--- src/rtl/dnn_result_argmax.sv ---
// ---------------------------------------------------------------------------
// dnn_result_argmax
//
// Result capture, readout and classification stage behind the inference
// engine. When the engine pulses in_valid, all NUM_CLASSES signed scores are
// snapshotted into a local bank. The bank is then scanned serially, one
// compare per cycle, to find the winning class. The winner is offered on a
// valid/ready handshake. Any captured score can also be read back through a
// registered random-access port.
//
// Parameters
//   NUM_CLASSES  number of scores captured and scanned (>= 2)
//   DATA_WIDTH   signed width of each score
//   IDX_WIDTH    class/readout index width (derived from NUM_CLASSES)
//
// Ports
//   clk, rst     clock (rising edge), asynchronous active-high reset
//   clear        synchronous soft clear; takes priority over in_valid
//   in_valid     one-cycle pulse meaning in_data holds final scores
//   in_data      packed scores, class k at [k*DATA_WIDTH +: DATA_WIDTH]
//   busy         high while a scan is in progress
//   class_valid  winning class is available
//   class_ready  consumer accepts the class when class_valid && class_ready
//   class_idx    index of the winning class
//   class_score  score of the winning class
//   overrun      sticky flag: in_valid arrived while the stage could not accept it
//   rd_idx       readout select
//   rd_data      registered captured score for rd_idx (bank[0] if out of range)
//
// Optional feature (macro RUNNER_UP_EN)
//   When defined, adds second_idx/second_score, which hold the runner-up
//   class using the same strict-greater / lower-index-wins rule.
// ---------------------------------------------------------------------------
module dnn_result_argmax #(
    parameter int NUM_CLASSES = 10,
    parameter int DATA_WIDTH  = 16,
    parameter int IDX_WIDTH   = $clog2(NUM_CLASSES)
) (
    input  logic                              clk,
    input  logic                              rst,
    input  logic                              clear,
    input  logic                              in_valid,
    input  logic [NUM_CLASSES*DATA_WIDTH-1:0] in_data,
    output logic                              busy,
    output logic                              class_valid,
    input  logic                              class_ready,
    output logic [IDX_WIDTH-1:0]              class_idx,
    output logic [DATA_WIDTH-1:0]             class_score,
    output logic                              overrun,
    input  logic [IDX_WIDTH-1:0]              rd_idx,
    output logic [DATA_WIDTH-1:0]             rd_data
`ifdef RUNNER_UP_EN
    ,
    output logic [IDX_WIDTH-1:0]              second_idx,
    output logic [DATA_WIDTH-1:0]             second_score
`endif
);

    typedef enum logic [1:0] {
        ST_IDLE,
        ST_SCAN,
        ST_DONE
    } state_t;

    localparam logic [IDX_WIDTH-1:0] LAST_IDX = IDX_WIDTH'(NUM_CLASSES - 1);

    state_t                        state_q,      state_d;
    logic signed [DATA_WIDTH-1:0]  bank_q [NUM_CLASSES];
    logic signed [DATA_WIDTH-1:0]  bank_d [NUM_CLASSES];
    logic [IDX_WIDTH-1:0]          cnt_q,        cnt_d;
    logic                          fetch_on_q,   fetch_on_d;
    logic signed [DATA_WIDTH-1:0]  cand_q,       cand_d;
    logic [IDX_WIDTH-1:0]          cand_idx_q,   cand_idx_d;
    logic                          cand_vld_q,   cand_vld_d;
    logic [IDX_WIDTH-1:0]          best_idx_q,   best_idx_d;
    logic signed [DATA_WIDTH-1:0]  best_score_q, best_score_d;
    logic                          overrun_q,    overrun_d;
    logic [DATA_WIDTH-1:0]         rd_data_q,    rd_data_d;
`ifdef RUNNER_UP_EN
    logic [IDX_WIDTH-1:0]          sec_idx_q,    sec_idx_d;
    logic signed [DATA_WIDTH-1:0]  sec_score_q,  sec_score_d;
    logic                          sec_vld_q,    sec_vld_d;
`endif

    logic handshake;
    logic accept;
    logic cand_gt_best;
`ifdef RUNNER_UP_EN
    logic cand_gt_sec;
`endif

    assign handshake    = (state_q == ST_DONE) && class_ready;
    // A new capture is taken when idle, or in DONE on the very cycle the
    // current result is consumed, so back-to-back inferences need no bubble.
    assign accept       = in_valid && ((state_q == ST_IDLE) || handshake);
    assign cand_gt_best = (cand_q > best_score_q);
`ifdef RUNNER_UP_EN
    assign cand_gt_sec  = (cand_q > sec_score_q);
`endif

    // The scan is a two-stage pipeline: one cycle fetches bank[cnt] into the
    // candidate register, the next compares it against the running best. This
    // keeps the wide bank mux and the signed comparator on separate paths, and
    // is why the result appears NUM_CLASSES cycles after capture.
    always_comb begin
        state_d      = state_q;
        bank_d       = bank_q;
        cnt_d        = cnt_q;
        fetch_on_d   = fetch_on_q;
        cand_d       = cand_q;
        cand_idx_d   = cand_idx_q;
        cand_vld_d   = cand_vld_q;
        best_idx_d   = best_idx_q;
        best_score_d = best_score_q;
        overrun_d    = overrun_q;
`ifdef RUNNER_UP_EN
        sec_idx_d    = sec_idx_q;
        sec_score_d  = sec_score_q;
        sec_vld_d    = sec_vld_q;
`endif

        if (clear) begin
            state_d      = ST_IDLE;
            for (int k = 0; k < NUM_CLASSES; k++) begin
                bank_d[k] = '0;
            end
            cnt_d        = '0;
            fetch_on_d   = 1'b0;
            cand_d       = '0;
            cand_idx_d   = '0;
            cand_vld_d   = 1'b0;
            best_idx_d   = '0;
            best_score_d = '0;
            overrun_d    = 1'b0;
`ifdef RUNNER_UP_EN
            sec_idx_d    = '0;
            sec_score_d  = '0;
            sec_vld_d    = 1'b0;
`endif
        end else begin
            case (state_q)
                ST_SCAN: begin
                    if (cand_vld_q) begin
                        // Strictly greater replaces; on a tie the earlier
                        // (lower) index is kept.
                        if (cand_gt_best) begin
                            best_idx_d   = cand_idx_q;
                            best_score_d = cand_q;
`ifdef RUNNER_UP_EN
                            sec_idx_d    = best_idx_q;
                            sec_score_d  = best_score_q;
                            sec_vld_d    = 1'b1;
`endif
                        end
`ifdef RUNNER_UP_EN
                        else if (!sec_vld_q || cand_gt_sec) begin
                            sec_idx_d    = cand_idx_q;
                            sec_score_d  = cand_q;
                            sec_vld_d    = 1'b1;
                        end
`endif
                        if (cand_idx_q == LAST_IDX) begin
                            state_d = ST_DONE;
                        end
                    end

                    if (fetch_on_q) begin
                        cand_d     = bank_q[cnt_q];
                        cand_idx_d = cnt_q;
                        cand_vld_d = 1'b1;
                        if (cnt_q == LAST_IDX) begin
                            fetch_on_d = 1'b0;
                        end else begin
                            cnt_d = cnt_q + IDX_WIDTH'(1);
                        end
                    end else begin
                        cand_vld_d = 1'b0;
                    end
                end

                ST_DONE: begin
                    if (handshake) begin
                        state_d = ST_IDLE;
                    end
                end

                default: begin
                    state_d = state_q;
                end
            endcase

            // Capture overrides whatever the case above decided: class 0 seeds
            // the running best and the fetch pipeline restarts at class 1.
            if (accept) begin
                state_d = ST_SCAN;
                for (int k = 0; k < NUM_CLASSES; k++) begin
                    bank_d[k] = in_data[k*DATA_WIDTH +: DATA_WIDTH];
                end
                best_idx_d   = '0;
                best_score_d = in_data[0 +: DATA_WIDTH];
                cnt_d        = IDX_WIDTH'(1);
                fetch_on_d   = 1'b1;
                cand_vld_d   = 1'b0;
`ifdef RUNNER_UP_EN
                sec_idx_d    = '0;
                sec_score_d  = '0;
                sec_vld_d    = 1'b0;
`endif
            end else if (in_valid) begin
                overrun_d = 1'b1;
            end
        end
    end

    // Out-of-range readout indices fall back to class 0. The index is widened
    // before the range test so the bound is correct even when NUM_CLASSES is
    // an exact power of two.
    always_comb begin
        rd_data_d = '0;
        if (!clear) begin
            if (32'(rd_idx) < NUM_CLASSES) begin
                rd_data_d = bank_q[rd_idx];
            end else begin
                rd_data_d = bank_q[0];
            end
        end
    end

    always_ff @(posedge clk or posedge rst) begin
        if (rst) begin
            state_q      <= ST_IDLE;
            for (int k = 0; k < NUM_CLASSES; k++) begin
                bank_q[k] <= '0;
            end
            cnt_q        <= '0;
            fetch_on_q   <= 1'b0;
            cand_q       <= '0;
            cand_idx_q   <= '0;
            cand_vld_q   <= 1'b0;
            best_idx_q   <= '0;
            best_score_q <= '0;
            overrun_q    <= 1'b0;
            rd_data_q    <= '0;
`ifdef RUNNER_UP_EN
            sec_idx_q    <= '0;
            sec_score_q  <= '0;
            sec_vld_q    <= 1'b0;
`endif
        end else begin
            state_q      <= state_d;
            bank_q       <= bank_d;
            cnt_q        <= cnt_d;
            fetch_on_q   <= fetch_on_d;
            cand_q       <= cand_d;
            cand_idx_q   <= cand_idx_d;
            cand_vld_q   <= cand_vld_d;
            best_idx_q   <= best_idx_d;
            best_score_q <= best_score_d;
            overrun_q    <= overrun_d;
            rd_data_q    <= rd_data_d;
`ifdef RUNNER_UP_EN
            sec_idx_q    <= sec_idx_d;
            sec_score_q  <= sec_score_d;
            sec_vld_q    <= sec_vld_d;
`endif
        end
    end

    assign busy        = (state_q == ST_SCAN);
    assign class_valid = (state_q == ST_DONE);
    assign class_idx   = best_idx_q;
    assign class_score = best_score_q;
    assign overrun     = overrun_q;
    assign rd_data     = rd_data_q;
`ifdef RUNNER_UP_EN
    assign second_idx   = sec_idx_q;
    assign second_score = sec_score_q;
`endif

endmodule

--- config.mk ---
export PLATFORM = sky130hd
export DESIGN_NAME = dnn_result_argmax
export DESIGN_NICKNAME = d
export VERILOG_FILES = /design/src/rtl/dnn_result_argmax.sv
export SDC_FILE = /design/constraint.sdc
export NUM_CORES = 1
export LEC_CHECK = 0
export BUFFER_PORTS_ARGS = -buffer_cell sky130_fd_sc_hd__buf_2
export CAP_MARGIN = 5
export CORE_UTILIZATION = 51
export DETAILED_ROUTE_END_ITERATION = 10
export PLACE_DENSITY = 0.76
export SLEW_MARGIN = 20
export SYNTH_ARGS = -nofsm -noshare
export SYNTH_HDL_FRONTEND = slang
export SYNTH_SLANG_ARGS = --single-unit
--- constraint.sdc ---
create_clock -name clk -period 5.6 [get_ports clk]
set_input_delay 0 -clock clk [delete_from_list [all_inputs] [get_ports clk]]
set_output_delay 0 -clock clk [all_outputs]
set_load 0.005 [all_outputs]
==> impl_metrics.tcl <==
set metrics [dict create \
    avgSynthCellArea_um2 9.51 \
    muxShareOfSynthArea_pct 14.7 \
    post-route-period-util_pct 63.3 \
    dr.first_iter.drc_count 1273 \
    post_cts_buffers 0 \
    drcViolationCount 0 \
    die_w_um 156 \
    cp_max_fo 21 \
    clk_latency_ns 0.52 \
    antenna_found_initial 0 \
    synth_nets 1462 \
    post_drt_wl_per_cell_um 21.8 \
    arrival_ns 3.96 \
    synth_edf_count 0 \
    worst_slew_pin_slew_ns 1.09 \
    viasPerCell 6.02 \
    yosys.area_share.xor_xnor_pct 0.217 \
    yosysTopAreaCellShare_pct 46.4 \
    ys_warn_count 0 \
    cts_tree "built" \
    status "complete, no violations" \
    fmax_mhz 282 \
    maxCapViolations 0 \
    drv_slew 0 \
    cts_buffer_depth 3 \
    vias 11500 \
    nets 1760 \
    power.density_nw_per_um2 270 \
    hold_path.class "in2reg" \
    synth_compound_area_share_pct 16.7 \
    synth_top_flop_cell "dfrtp_1" \
    total_power_w 0.00425 \
    fin_crit_ns 3.54 \
    synth_top_family_by_area "compound AO/OA/AOI/OAI gates" \
    grt_usage_pct 35.0 \
    numPortBuffers 207 \
    ioPinCount 208 \
    yosys.area_share.adder_pct 1.86 \
    finalWeightedCongestion 0.911 \
    rsz0062_at_grt "false" \
    timing.setup.tns_ns 0 \
    cts_root_buffer "clkbuf_16" \
    synthArstFlopShare_pct 100 \
    maxSlewHeadroom_pct 27.3 \
    timing.final.hold_violations 0 \
    end_kind "flop" \
    grt_pass1_wl_mm 64.4 \
    initial_utilization_pct 51.8 \
    core_area_um2 23400 \
    finClkSkew_ns 0.00923 \
    dr.pass1.iters 7 \
    syn-cell-area_um2 12100 \
    diodes 0 \
    cp_data_required_time_ns 6.01 \
    synth_cell_types 45 \
    netlist_instances 1275 \
    overflow 0 \
    final_cell_mix "nand2_1 (364), dfrtp_1 (224), buf_2 (205), a21oi_1 (181), dlygate4sd3_1 (163)" \
    drt.antenna.violating_nets 0 \
    grt_max_degree 198 \
    syn_to_final_growth_pct 29.6 \
    leakagePower_nw 6.96 \
    ys_seq_area_share_pct 46.4 \
    dieArea_um2 24400 \
    clkTransAtPathRegs_ns 0.07 \
    drive_above_1_share_pct 23.3 \
    cts_sinks 225 \
    synth_top_area_cell "dfrtp_1" \
    critPathKind "reg2reg" \
    placementRows 56 \
    synth.area.top_cells "dfrtp_1 (46%), nand2_1 (11%), mux4_2 (11%)" \
    numCtsBuffers 24 \
    hpwl_mm 25.5 \
    wirelength_mm 41.6 \
    fp.dieH_um 156 \
    setup_violations 0 \
    cp-start-kind "flop" \
    final_common_cell "nand2_1" \
    ys_ff_latch 225 \
    vdd_drop_max_mv 0.194 \
    yosys.area_share.simple_pct 15.6 \
    first_global_vias 11400 \
    htreeDepth 1 \
]
-- metrics by stage --
stage	hold slack (ns)	setup WS [ns]	instances	util [%]	cell area, um2
4_1_cts	0.0492	2.09	1910	67.2	15700
5_1_grt	0.0629	1.86	1910	67.2	15700
3_3_place_gp	0.242	2.19	1703	56.6	13300
6_report	0.00548	2.06	1910	67.2	15700
3_5_place_dp	0.241	2.10	1703	56.6	13300
2_1_floorplan	0.131	2.66	1275	-	12100
-- synthesized netlist by cell type, types with 2 or more instances --
cell / instances
mux2_2: 28
and2_1: 2
a21o_1: 3
a211oi_1: 22
dfrtp_1: 225
mux2i_1: 16
buf_2: 12
xnor2_1: 3
buf_4: 4
o21ai_0: 26
nand3_1: 23
nor2_1: 52
o211ai_2: 7
nor2b_1: 12
nand2_1: 365
buf_1: 10
ha_1: 18
a21oi_1: 181
nand2b_1: 3
buf_6: 2
a311oi_1: 10
a221oi_1: 7
inv_1: 22
nand4_1: 5
clkbuf_1: 83
o211ai_1: 28
mux4_2: 58
a311oi_2: 6
nor3_1: 6
a22oi_1: 21
-- routing by layer --
layer / routed length (um) / GRT usage [%]
met1: 16200 / 47.6
met5: 0 / 0
met2: 18900 / 52.8
met4: 2680 / 20.9
met3: 3860 / 5.86
-- flip-flops by register name (all words and copies together) (netlist names) --
signal       flops
bank_q         160
class_score     16
cand_idx_q       4
cand_q          16
fetch_on_q       1
rd_data         16
cnt_q            4
overrun          1
cand_vld_q       1
class_idx        4
state_q          2
-- kinds of logic (layout without fill, tap and decap cells) --
logic type	Yosys count	in the layout
AO/OA/AOI/OAI	321	321
XOR/XNOR	3	3
adder cells (fa/ha/maj)	18	18
buffers and inverters	134	450
flip-flops	225	225
multiplexers	102	102
AND/OR/NAND/NOR	472	472
-- final cells by class --
type                            count  area, um2
Multi-Input combinational cell    916       5970
Inverter                           23       90.1
Fill cell                        1730       7680
Timing Repair Buffer              383       2800
Tap cell                          319        399
Clock inverter                     15        165
Sequential cell                   225       5630
Clock buffer                       29        671
-- where the power goes --
group | switching (W) | internal, W
clock | 0.000689 | 0.000996
sequential | 0.0000922 | 0.00172
combinational | 0.000422 | 0.000330
-- worst max-delay path: stages (launching register included) --
cell and delay [ns]:
dfrtp_1 0.36, inv_1 0.05, ha_1 0.41, nand4_2 0.22, o41a_1 0.88, nand2b_1 0.09, or4_1 0.83, a21o_1 0.32
a311oi_1 0.27
-- path summary, 6_finish.rpt --
kind                            slack (ns)             from             end  cells past startpoint
worst max-delay path                  2.06  class_score[15]  class_score[0]                      8
worst min-delay path                 0.005            clear         overrun                      2
worst max register to register        2.06  class_score[15]  class_score[0]                      8
worst min register to register        0.53          overrun         overrun                      2
max in group asynchronous             3.94              rst       bank_q[3]                      5
min in group asynchronous             0.27              rst      bank_q[59]                      4
-- repair_timing --
| action | in CTS | in global routing |
|---|---|---|
| endpoints found under the hold margin | 347 | 0 |
| gates resized for setup | 0 | 0 |
| hold buffers | 163 | 0 |
(Power assumes the default switching activity.)
